[src/rtl/ram_host_arbiter.sv]
// ram_host_arbiter
// Merges the instruction-fetch port and the LSU data port onto a single
// 1-cycle-latency RAM request port. Round-robin arbitration with a same-cycle
// grant; each response is routed back to the host that issued the request.
// Accesses outside [BaseAddr, BaseAddr + 4*Depth) are answered locally with
// an error and never reach the RAM.
module ram_host_arbiter #(
  parameter int unsigned Depth    = 16384,
  parameter logic [31:0] BaseAddr = 32'h0000_0000
) (
  input  logic        clk_i,
  input  logic        rst_ni,
  // instruction fetch port
  input  logic        instr_req_i,
  input  logic [31:0] instr_addr_i,
  output logic        instr_gnt_o,
  output logic        instr_rvalid_o,
  output logic [31:0] instr_rdata_o,
  output logic        instr_err_o,
  // LSU data port
  input  logic        data_req_i,
  input  logic        data_we_i,
  input  logic [3:0]  data_be_i,
  input  logic [31:0] data_addr_i,
  input  logic [31:0] data_wdata_i,
  output logic        data_gnt_o,
  output logic        data_rvalid_o,
  output logic [31:0] data_rdata_o,
  output logic        data_err_o,
  // RAM request port
  output logic        ram_req_o,
  output logic        ram_we_o,
  output logic [3:0]  ram_be_o,
  output logic [31:0] ram_addr_o,
  output logic [31:0] ram_wdata_o,
  input  logic        ram_rvalid_i,
  input  logic [31:0] ram_rdata_i
);

  localparam logic [31:0] DepthW = 32'(Depth);

  typedef enum logic {
    HostInstr = 1'b0,
    HostData  = 1'b1
  } host_e;

  // Outstanding response: one per grant, answered exactly one cycle later.
  typedef struct packed {
    logic  valid;
    host_e owner;
    logic  err;
  } rsp_t;

  host_e       rr_last_q, rr_last_d;
  rsp_t        rsp_q, rsp_d;
  logic        gnt_instr, gnt_data, grant;
  host_e       gnt_host;
  logic [31:0] req_addr;
  logic [31:0] addr_off;
  logic        in_range;
  logic        rsp_fire;
  logic [31:0] rsp_data;

  // Round-robin arbitration; grants are suppressed while reset is asserted.
  always_comb begin
    // NOTE: every combinational output gets a default first so no path can infer a latch.
    gnt_data  = 1'b0;
    gnt_instr = 1'b0;
    if (rst_ni) begin
      if (data_req_i && (!instr_req_i || rr_last_q == HostInstr)) begin
        gnt_data = 1'b1;
      end else if (instr_req_i) begin
        gnt_instr = 1'b1;
      end
    end
  end

  assign grant    = gnt_instr | gnt_data;
  assign gnt_host = gnt_data ? HostData : HostInstr;
  assign req_addr = gnt_data ? data_addr_i : instr_addr_i;

  // Unsigned subtract: addresses below BaseAddr wrap high and fall out of range.
  assign addr_off = req_addr - BaseAddr;
  assign in_range = (addr_off >> 2) < DepthW;

  assign instr_gnt_o = gnt_instr;
  assign data_gnt_o  = gnt_data;

  // Forward the granted in-range request to the RAM; otherwise drive an idle port.
  always_comb begin
    ram_req_o   = 1'b0;
    ram_we_o    = 1'b0;
    ram_be_o    = 4'h0;
    ram_addr_o  = 32'h0;
    ram_wdata_o = 32'h0;
    if (grant && in_range) begin
      ram_req_o  = 1'b1;
      ram_addr_o = {req_addr[31:2], 2'b00};
      if (gnt_data) begin
        ram_we_o    = data_we_i;
        ram_be_o    = data_be_i;
        ram_wdata_o = data_wdata_i;
      end else begin
        ram_be_o = 4'hF;
      end
    end
  end

  // Next-state: remember the last granted host and who owns next cycle's response.
  always_comb begin
    rr_last_d = rr_last_q;
    rsp_d     = '0;
    if (grant) begin
      rr_last_d   = gnt_host;
      rsp_d.valid = 1'b1;
      rsp_d.owner = gnt_host;
      rsp_d.err   = ~in_range;
    end
  end

  // State registers; an asserted reset drops any response still in flight.
  always_ff @(posedge clk_i or negedge rst_ni) begin
    // NOTE: sequential state uses non-blocking assignments so all registers update together.
    if (!rst_ni) begin
      rr_last_q <= HostInstr;
      rsp_q     <= '0;
    end else begin
      rr_last_q <= rr_last_d;
      rsp_q     <= rsp_d;
    end
  end

  // Errors respond without waiting on the RAM; stray RAM responses are ignored.
  assign rsp_fire = rsp_q.valid & (rsp_q.err | ram_rvalid_i);
  assign rsp_data = rsp_q.err ? 32'h0 : ram_rdata_i;

  // Route the response to its owner; the other host sees all zeros.
  always_comb begin
    instr_rvalid_o = 1'b0;
    instr_rdata_o  = 32'h0;
    instr_err_o    = 1'b0;
    data_rvalid_o  = 1'b0;
    data_rdata_o   = 32'h0;
    data_err_o     = 1'b0;
    if (rsp_q.valid) begin
      if (rsp_q.owner == HostInstr) begin
        instr_rvalid_o = rsp_fire;
        instr_rdata_o  = rsp_data;
        instr_err_o    = rsp_q.err;
      end else begin
        data_rvalid_o = rsp_fire;
        data_rdata_o  = rsp_data;
        data_err_o    = rsp_q.err;
      end
    end
  end

endmodule

[config.mk]
export PLATFORM = sky130hd
export DESIGN_NAME = ram_host_arbiter
export DESIGN_NICKNAME = d
export VERILOG_FILES = /design/src/rtl/ram_host_arbiter.sv
export SDC_FILE = /design/constraint.sdc
export NUM_CORES = 1
export LEC_CHECK = 0
export BUFFER_PORTS_ARGS = -buffer_cell sky130_fd_sc_hd__buf_2
export CAP_MARGIN = 20
export CORE_AREA = 4 4 107 109
export CTS_CLUSTER_SIZE = 8
export DETAILED_ROUTE_END_ITERATION = 12
export DIE_AREA = 0 0 111 113
export PLACE_DENSITY = 0.59
export SLEW_MARGIN = 40
export SYNTH_ARGS = -nofsm -noshare
export SYNTH_HDL_FRONTEND = slang
export SYNTH_SLANG_ARGS = --single-unit
[constraint.sdc]
create_clock -name clk_i -period 3.49 [get_ports clk_i]
set_input_delay 0.698 -clock clk_i [delete_from_list [all_inputs] [get_ports clk_i]]
set_output_delay 0.698 -clock clk_i [all_outputs]
set_load 0.05 [all_outputs]
==> flow_metrics.tcl, run 1 <==
set metrics [dict create \
    grt_usage_pct 10.45 \
    drv_slew 0 \
    num_antenna_cells 0 \
    fin_area_sq_mm 0.002728 \
    worstMarginPinSlew_ns 0.5948 \
    synth_area_sq_mm 0.001356 \
    vias 2413 \
    syn_inst 249 \
    ys_top_cells_by_area "nor2_1, and2_1, nand2_1, buf_4, a32oi_1" \
    synth_top_family_by_area "simple AND/OR/NAND/NOR gates" \
    place_area_sq_mm 0.002686 \
    htreeDepth 1 \
    status "finished, final reports clean" \
    power_switching_w 0.0002412 \
    coreArea_sq_mm 0.01060 \
    drcViolationCount 0 \
    dr.pass1.iters 4 \
    synthAdderAreaFrac_pct 0 \
    clock_sinks 4 \
    yosysTopAreaCellShare_pct 25.74 \
    clock_latency_ns 0.21 \
    clk_pin_slew_ns 0.03 \
    ys_seq_area_share_pct 7.380 \
    drv_cap 0 \
    yosys_warnings 0 \
    clockBufferDepth 2 \
    yosys.area.top_type "nor2_1" \
    crit_arrival_ns 2.46 \
    min_period_ns 3.157 \
    viasPerCell 3.812 \
    drt_iter0_markers 78 \
    reg2reg_slack_ns 1.96 \
    p_per_area_mw_per_mm2 166.6 \
    ys_types 28 \
    clock_skew_ns 0.0005566 \
    ys_ff_latch 4 \
    place.port_buffers 255 \
    grt_pass1_wl_mm 11.10 \
    cts_tree "built" \
    synth_simple_gate_area_share_pct 61.35 \
    row_count 38 \
    die_h_microns 113 \
    end_kind "primary output" \
    rsz0062_at_grt "no" \
    routedWlPerCell_microns 11.32 \
    grt_max_degree 35 \
    fp.dieArea_sq_mm 0.01254 \
    grt_pass1_vias 2357 \
    fin_nets 633 \
    fin_crit_sh_pct 90.47 \
    ir_worst_vdd_mv 0.1039 \
    seqPwrFrac_pct 12.3 \
    fmax_ghz 0.3167 \
    grt_antenna_before_repair 0 \
    p_int_w 0.0002133 \
    detail-route-antenna-nets 0 \
    start_util_pct 12.79 \
    routed_wl_mm 7.168 \
    root_buffer "clkbuf_8" \
    hold_buffers 0 \
    setup_viol 0 \
    gp_congestion 0.7841 \
    cts_buffers 3 \
    areaGrowthSynthToFinish_pct 101.1 \
    p_comb_share_pct 67.0 \
    muxShareOfSynthArea_pct 0 \
    hold_class "input port to asynchronous set/reset pin" \
    path_max_fanout 34 \
    place_hpwl_mm 6.237 \
    p_leak_nw 1.755 \
    synth_xor_area_share_pct 0 \
    post_cts_buffers 0 \
    max-slew-margin-rel_pct 60.34 \
    startpoint_type "input port" \
    tns_ns 0 \
    synth-compound-area-share_pct 12.73 \
    hold_viol 0 \
    grt_remaining_overflow 0 \
    clkPwrFrac_pct 20.8 \
    avgSynthCellArea_sq_um 5.447 \
    cts_resized 0 \
    die_x_microns 111 \
    critPathRequiredTime_ns 2.79 \
    worstSetupPathType "input port to primary output" \
    ios 278 \
    switching_share_pct 53.06 \
    drive_above_1_share_pct 54.77 \
    ff2ff_path_depth 4 \
    whs_ns 0.3100 \
]
-- worst paths after layout --
kind	start	to
min in group clk_i	rr_last_q	rr_last_q
hold reg to reg	rr_last_q	rr_last_q
setup reg to reg	rr_last_q	rsp_q[0]
setup / recovery	data_addr_i[28]	ram_wdata_o[31]
max in group asynchronous	rst_ni	rsp_q[1]
hold / removal	rst_ni	rsp_q[2]
-- state kept, by name, indices dropped and copies added, names as in the netlist --
register,count
rsp_q,3
rr_last_q,1
-- stage by stage --
step / worst slack [ns] / std cells / power (W) / util (%)
floorplan: 0.3784 / 266 / 0.0002646 / -
global placement: 0.3304 / 630 / 0.0003605 / 25.28
detailed placement: 0.3223 / 630 / 0.0003615 / 25.34
CTS: 0.3180 / 633 / 0.0004594 / 25.73
global route: 0.2204 / 633 / 0.0004889 / 25.73
finish: 0.3327 / 633 / 0.0004545 / 25.73
-- worst max-delay path: stages --
cell    delay, ns
buf_2        0.10
or4_1        0.53
nor3_2       0.25
and3_4       0.43
and2_1       0.19
buf_2        0.26
-- logic make-up after synthesis --
logic type,count (synthesis)
AND/OR/NAND/NOR,181
buffers and inverters,41
AO/OA/AOI/OAI,22
flip-flops,4
other,1
-- cell usage after synthesis --
library cell  count
a21oi_1           3
a32oi_1          15
and2_1           35
and3_1            1
and3_4            1
buf_1             1
buf_2             3
buf_4            18
buf_6             3
clkbuf_1         11
clkinv_1          1
conb_1            1
dfrtp_1           4
inv_1             4
nand2_1          38
nand2b_1          1
nor2_1           93
nor2_4            1
nor2b_1           1
nor3_1            1
nor3_2            1
nor4_1            3
nor4_2            1
o2111a_1          1
o21ai_0           2
o21ai_1           1
or4_1             3
or4_4             1
-- metal layers --
| metal | vias up | GRT usage, % | part of all wire (%) |
|---|---|---|---|
| met1 | 1014 | 12.21 | 36 |
| met5 | - | 0 | 0 |
| met4 | 0 | 2.709 | 1.1 |
| met3 | 6 | 2.299 | 10 |
| li1 | 1251 | - | - |
| met2 | 142 | 19.30 | 52 |
-- cell usage in the layout, fill, tap and decap left out, types with 2 or more instances in the layout --
| master | n |
|---|---|
| nand2_1 | 37 |
| or4_1 | 3 |
| a32oi_1 | 15 |
| a21oi_1 | 3 |
| buf_2 | 255 |
| dfrtp_1 | 4 |
| conb_1 | 18 |
| clkbuf_8 | 3 |
| inv_1 | 4 |
| buf_4 | 5 |
| and2_1 | 35 |
| o21ai_0 | 2 |
| nor4_1 | 3 |
| nor2_1 | 93 |
-- final cells by class --
cell class,instances,area (sq um)
repair buffers,260,1314
multi-input cells,221,1079
inverters,5,18.77
flip-flops and latches,4,100.1
fillers,1257,7875
clock buffers,3,41.29
well taps,140,175.2
-- power by group through the flow --
stage	sequential [W]	combinational [W]	clock, W
2_1_floorplan	0.0000546	0.000210	0
3_3_place_gp	0.0000560	0.000305	0
3_5_place_dp	0.0000562	0.000305	0
4_1_cts	0.0000558	0.000306	0.0000975
5_1_grt	0.0000567	0.000331	0.000101
6_report	0.0000558	0.000304	0.0000944
Note: power is estimated with default switching activity, not from simulation.
==> run 2: changes to the inputs <==
--- a/config.mk
+++ b/config.mk
@@ -7,11 +7,11 @@
 export LEC_CHECK = 0
 export BUFFER_PORTS_ARGS = -buffer_cell sky130_fd_sc_hd__buf_2
 export CAP_MARGIN = 20
-export CORE_AREA = 4 4 107 109
+export CORE_AREA = 2 2 108 110
 export CTS_CLUSTER_SIZE = 8
 export DETAILED_ROUTE_END_ITERATION = 12
-export DIE_AREA = 0 0 111 113
-export PLACE_DENSITY = 0.59
+export DIE_AREA = 0 0 110 112
+export PLACE_DENSITY = 0.57
 export SLEW_MARGIN = 40
 export SYNTH_ARGS = -nofsm -noshare
 export SYNTH_HDL_FRONTEND = slang
==> run 2 against run 1 <==
Flip-flop and latch count unchanged. Register-to-register slack better by 0.03 ns. Cell count is 0.47% higher. Critical path type unchanged. Hold slack lost 0.0074 ns. Clock-buffer cell count unchanged. Clock skew grew 0.0011 ns.
==> flow_metrics.tcl, run 2 (synthesis results as in run 1) <==
set metrics [dict create \
    setup_viol 0 \
    layout_commonest_cell "buf_2" \
    clk_pin_slew_ns 0.03 \
    end_kind "primary output" \
    grt_remaining_overflow 0 \
    final_cell_mix "buf_2, nor2_1, nand2_1" \
    cts_buffers 3 \
    worstMarginPinSlew_ns 0.7669 \
    path_max_fanout 34 \
    cts_resized 0 \
    ir_worst_vdd_mv 0.1083 \
    vias 2433 \
    startpoint_type "input port" \
    critPathRequiredTime_ns 2.79 \
    largest_register_ffs 3 \
    fin_area_sq_mm 0.002763 \
    grt_antenna_before_repair 0 \
    clock_latency_ns 0.22 \
    fin_crit_sh_pct 90.20 \
    hold_class "input port to asynchronous set/reset pin" \
    p_per_area_mw_per_mm2 193.6 \
    drv_cap 0 \
    slowest_stage "or4_1" \
    nFillCells 1286 \
    largestRegisters "rsp_q x3, rr_last_q x1" \
    root_buffer "clkbuf_16" \
    fin_nets 633 \
    coreArea_sq_mm 0.01117 \
    place.port_buffers 255 \
    tns_ns 0 \
    max-slew-margin-rel_pct 48.75 \
    critical-path-max-stage-delay_ns 0.53 \
    grt_usage_pct 9.430 \
    dr.pass1.iters 4 \
    drcViolationCount 0 \
    start_util_pct 12.14 \
    row_count 39 \
    hold_viol 0 \
    fmax_ghz 0.3177 \
    cts_tree "built" \
    grt_pass1_vias 2014 \
    p_leak_nw 1.770 \
    die_h_microns 112 \
    ios 278 \
    clock_sinks 4 \
    die_x_microns 110 \
    reg2reg_slack_ns 1.99 \
    crit_arrival_ns 2.45 \
    htreeDepth 1 \
    worstPathCellList "buf_2 -> or4_1 -> nor3_2 -> and3_4 -> and2_1 -> buf_2" \
    multi_input_area_sq_mm 0.001076 \
    routedWlPerCell_microns 10.69 \
    viasPerCell 3.825 \
    status "finished, final reports clean" \
    crit_top_cell "buf_2" \
    post_cts_buffers 0 \
    gp_congestion 0.7882 \
    worstSetupPathType "input port to primary output" \
    place_area_sq_mm 0.002688 \
    drv_slew 0 \
    areaGrowthSynthToFinish_pct 103.7 \
    drive_above_1_share_pct 54.56 \
    path_delay_family "simple AND/OR/NAND/NOR gates" \
    clockBufferDepth 2 \
    fp.dieArea_sq_mm 0.01232 \
    routed_wl_mm 6.797 \
    hold_buffers 0 \
    ff_latch_area_sq_um 100.1 \
    grt_max_degree 35 \
    regMostFlops "rsp_q" \
    detail-route-antenna-nets 0 \
    critical_path_buf_inv_count 2 \
    place_hpwl_mm 5.774 \
    grt_pass1_wl_mm 9.259 \
    rsz0062_at_grt "no" \
    drt_iter0_markers 55 \
    clock_skew_ns 0.001615 \
    min_period_ns 3.148 \
    num_antenna_cells 0 \
]
run 2: cell types whose count changed in the layout (fill, tap and decap cells not counted):
cell and change:
clkbuf_16 +3, clkbuf_8 -3, nand2_1 +1, nand2_2 -1
run 2: layout make-up:
type                    count  area share (%)
flip-flops and latches      4           3.623
well taps                 143           6.476
multi-input cells         221           38.95
clock buffers               3           2.717
repair buffers            260           47.55
inverters                   5          0.6793
run 2: worst paths after layout:
kind                                 start              to  cells after the start
max                        data_addr_i[28]  ram_wdata_o[1]                      6
min                                 rst_ni       rr_last_q                      1
max reg2reg                      rr_last_q        rsp_q[0]                      4
min reg2reg                      rr_last_q       rr_last_q                      1
max in group asynchronous           rst_ni        rsp_q[1]                      1
min in group clk_i               rr_last_q       rr_last_q                      1
run 2: per-stage QoR:
step                total power [W]  hold slack (ns)  instances  setup WS [ns]  util (%)
finish                    0.0005349           0.3026        636         0.3420     24.72
global route              0.0005701           0.3079        636         0.2327     24.72
CTS                       0.0005408           0.3010        636         0.3327     24.72
detailed placement        0.0003618           0.5333        633         0.3394     24.05
global placement          0.0003609           0.5309        633         0.2945     24.02
floorplan                 0.0002646           0.4024        266         0.3784         -
run 2: routing by layer:
| layer | part of all wire [%] | vias up | track usage (%) |
|---|---|---|---|
| li1 | - | 1258 | - |
| met1 | 39 | 1035 | 10.87 |
| met2 | 51 | 138 | 18.16 |
| met3 | 9.2 | 2 | 0.9953 |
| met4 | 0.40 | 0 | 2.025 |
| met5 | 0 | - | 0 |
run 2: power breakdown:
part           internal [W]   total, W  switching, W
clock              0.000146   0.000175     0.0000292
sequential        0.0000513  0.0000555    0.00000424
combinational     0.0000887   0.000304      0.000215
total              0.000286   0.000535      0.000249
==> run 3: changes to the inputs <==
--- a/config.mk
+++ b/config.mk
@@ -5,13 +5,14 @@
 export SDC_FILE = /design/constraint.sdc
 export NUM_CORES = 1
 export LEC_CHECK = 0
+export ABC_AREA = 1
 export BUFFER_PORTS_ARGS = -buffer_cell sky130_fd_sc_hd__buf_2
 export CAP_MARGIN = 20
 export CORE_AREA = 2 2 108 110
 export CTS_CLUSTER_SIZE = 8
 export DETAILED_ROUTE_END_ITERATION = 12
 export DIE_AREA = 0 0 110 112
-export PLACE_DENSITY = 0.57
+export PLACE_DENSITY_LB_ADDON = 0.1
 export SLEW_MARGIN = 40
 export SYNTH_ARGS = -nofsm -noshare
 export SYNTH_HDL_FRONTEND = slang
==> run 3 against run 2 <==
Register-to-register slack lost 0.11 ns. Largest power group unchanged. Cell area grew 11%. Highest routed layer unchanged. Clock power grew 3%.
==> flow_metrics.tcl, run 3 <==
set metrics [dict create \
    status "finished, final reports clean" \
    largest_register_ffs 3 \
    final_cell_mix "buf_2, nand2_1, nor2_1" \
    end_kind "primary output" \
    clock_skew_ns 0.002607 \
    root_buffer "clkbuf_16" \
    fin_crit_sh_pct 93.00 \
    clock_sinks 4 \
    viasPerCell 3.958 \
    worstPathCellList "buf_2 -> nand2_2 -> nand3_2 -> nand2_1 -> nand2_1 -> nor2_1 -> nand2_1 -> nor2_4 -> nand2_2 -> buf_4 -> nor2_1 -> buf_2" \
    post_cts_buffers 0 \
    ys_ff_latch 4 \
    die_x_microns 110 \
    ios 278 \
    vias 2996 \
    nFillCells 1336 \
    critPathRequiredTime_ns 2.79 \
    syn_inst 374 \
    yosysMostFrequentCell "nand2_1" \
    fp.dieArea_sq_mm 0.01232 \
    start_util_pct 14.90 \
    ir_worst_vdd_mv 0.1040 \
    grt_remaining_overflow 0 \
    ys_top_cells_by_area "nand2_1, nor2_1, buf_4, dfrtp_1, nand4_1" \
    grt_pass1_vias 2715 \
    worstMarginPinSlew_ns 0.6105 \
    slowest_stage "nand3_2" \
    grt_usage_pct 12.41 \
    synth-edff-count 0 \
    min_period_ns 3.246 \
    regMostFlops "rsp_q" \
    grt_antenna_before_repair 0 \
    drive_above_1_share_pct 45.28 \
    cts_tree "built" \
    p_leak_nw 2.076 \
    yosys_warnings 0 \
    clockBufferDepth 2 \
    row_count 39 \
    fin_nets 754 \
    synthArstFlopShare_pct 100.0 \
    routed_wl_mm 8.451 \
    reg2reg_from "rr_last_q" \
    synth_commonest_cells "nand2_1, nor2_1, buf_4" \
    fin_ws_ns 0.2443 \
    avgSynthCellArea_sq_um 4.453 \
    place.port_buffers 255 \
    grt_pass1_wl_mm 12.16 \
    ys_seq_area_share_pct 6.011 \
    startpoint "instr_req_i" \
    hold_buffers 0 \
    cts_resized 0 \
    drcViolationCount 0 \
    place_area_sq_mm 0.002997 \
    max-slew-margin-rel_pct 59.15 \
    crit_top_cell "nand2_1" \
    detail-route-antenna-nets 0 \
    startpoint_type "input port" \
    clock_latency_ns 0.23 \
    drv_slew 0 \
    worstSetupPathType "input port to primary output" \
    hold_viol 0 \
    yosysTopAreaCellShare_pct 34.03 \
    p_per_area_mw_per_mm2 211.2 \
    grt_max_degree 35 \
    fin_area_sq_mm 0.003074 \
    hold_class "input port to asynchronous set/reset pin" \
    setup_viol 0 \
    areaGrowthSynthToFinish_pct 84.60 \
    synth_area_sq_mm 0.001665 \
    ys_types 18 \
    tns_ns 0 \
    largestRegisters "rsp_q x3, rr_last_q x1" \
    r2r-end "rsp_q[0]" \
    coreArea_sq_mm 0.01117 \
    die_h_microns 112 \
    routedWlPerCell_microns 11.16 \
    yosys.area.top_type "nand2_1" \
    place_ws_ns 0.2028 \
    drv_cap 0 \
    rsz0062_at_grt "no" \
    clk_pin_slew_ns 0.03 \
    synth_top_flop_cell "dfrtp_1" \
    place_hpwl_mm 6.971 \
    ff2ff_path_depth 8 \
    htreeDepth 1 \
    dr.pass1.iters 4 \
    layout_commonest_cell "buf_2" \
    utilization_pct 27.51 \
    critical-path-max-stage-delay_ns 0.32 \
    num_antenna_cells 0 \
    drt_iter0_markers 120 \
    path_max_fanout 33 \
    reg2reg_slack_ns 1.88 \
    fmax_ghz 0.3081 \
    p_total_w 0.0006494 \
    cts_buffers 3 \
    gp_congestion 0.7476 \
    crit_arrival_ns 2.55 \
]
## run 3: cell types whose count changed after synthesis, moves of 3 or more
cell,delta
a32oi_1,-15
and2_1,-35
buf_2,+5
buf_4,+3
clkbuf_1,+4
inv_1,+12
nand2_1,+113
nand4_1,+14
nor2_1,+39
nor4_1,-3
or4_1,-3
## run 3: metrics by stage
step	hold slack, ns	cells
floorplan	0.4024	391
global placement	0.4922	754
detailed placement	0.4999	754
CTS	0.4388	757
global route	0.4589	757
finish	0.4389	757
## run 3: critical path, delay by kind of cell
kind / cells / cell delay (ns)
buf+inv: 3 / 0.63
simple gates: 9 / 1.21
## run 3: logic make-up after synthesis
family                 share of synthesized area (%)
AO/OA/AOI/OAI                                 0.7512
buffers and inverters                          20.21
flip-flops                                     6.011
other                                         0.2252
AND/OR/NAND/NOR                                72.80
## run 3: per-layer routing
| metal | vias up | global-route usage (%) | share of wire, % |
|---|---|---|---|
| met1 | 1275 | 11.43 | 35 |
| met3 | 2 | 3.923 | 12 |
| met5 | - | 0 | 0 |
| li1 | 1554 | - | - |
| met4 | 0 | 2.785 | 0.47 |
| met2 | 165 | 25.36 | 52 |
## run 3: worst max-delay path by stage
stage          cells after the start         endpoint
4_1_cts                           12   ram_wdata_o[5]
3_3_place_gp                      12   ram_wdata_o[5]
6_report                          12   ram_wdata_o[4]
5_1_grt                           12   ram_wdata_o[8]
2_1_floorplan                      7  ram_wdata_o[22]
3_5_place_dp                      12   ram_wdata_o[5]
## run 3: final cells by class
class / instances / area [sq um] / share of cell area [%]
timing repair buffer: 265 / 1351 / 43.96
multi-input combinational: 323 / 1297 / 42.21
tap: 143 / 178.9 / 5.820
sequential: 4 / 100.1 / 3.256
clock buffer: 3 / 75.07 / 2.442
inverter: 19 / 71.32 / 2.320
## run 3: report_power, final
group	leakage [nW]	internal, W	switching, W
registers	0.0493	0.0000512	0.00000312
clock network	0.0370	0.000147	0.0000339
logic	1.99	0.000119	0.000295
total	2.08	0.000317	0.000332
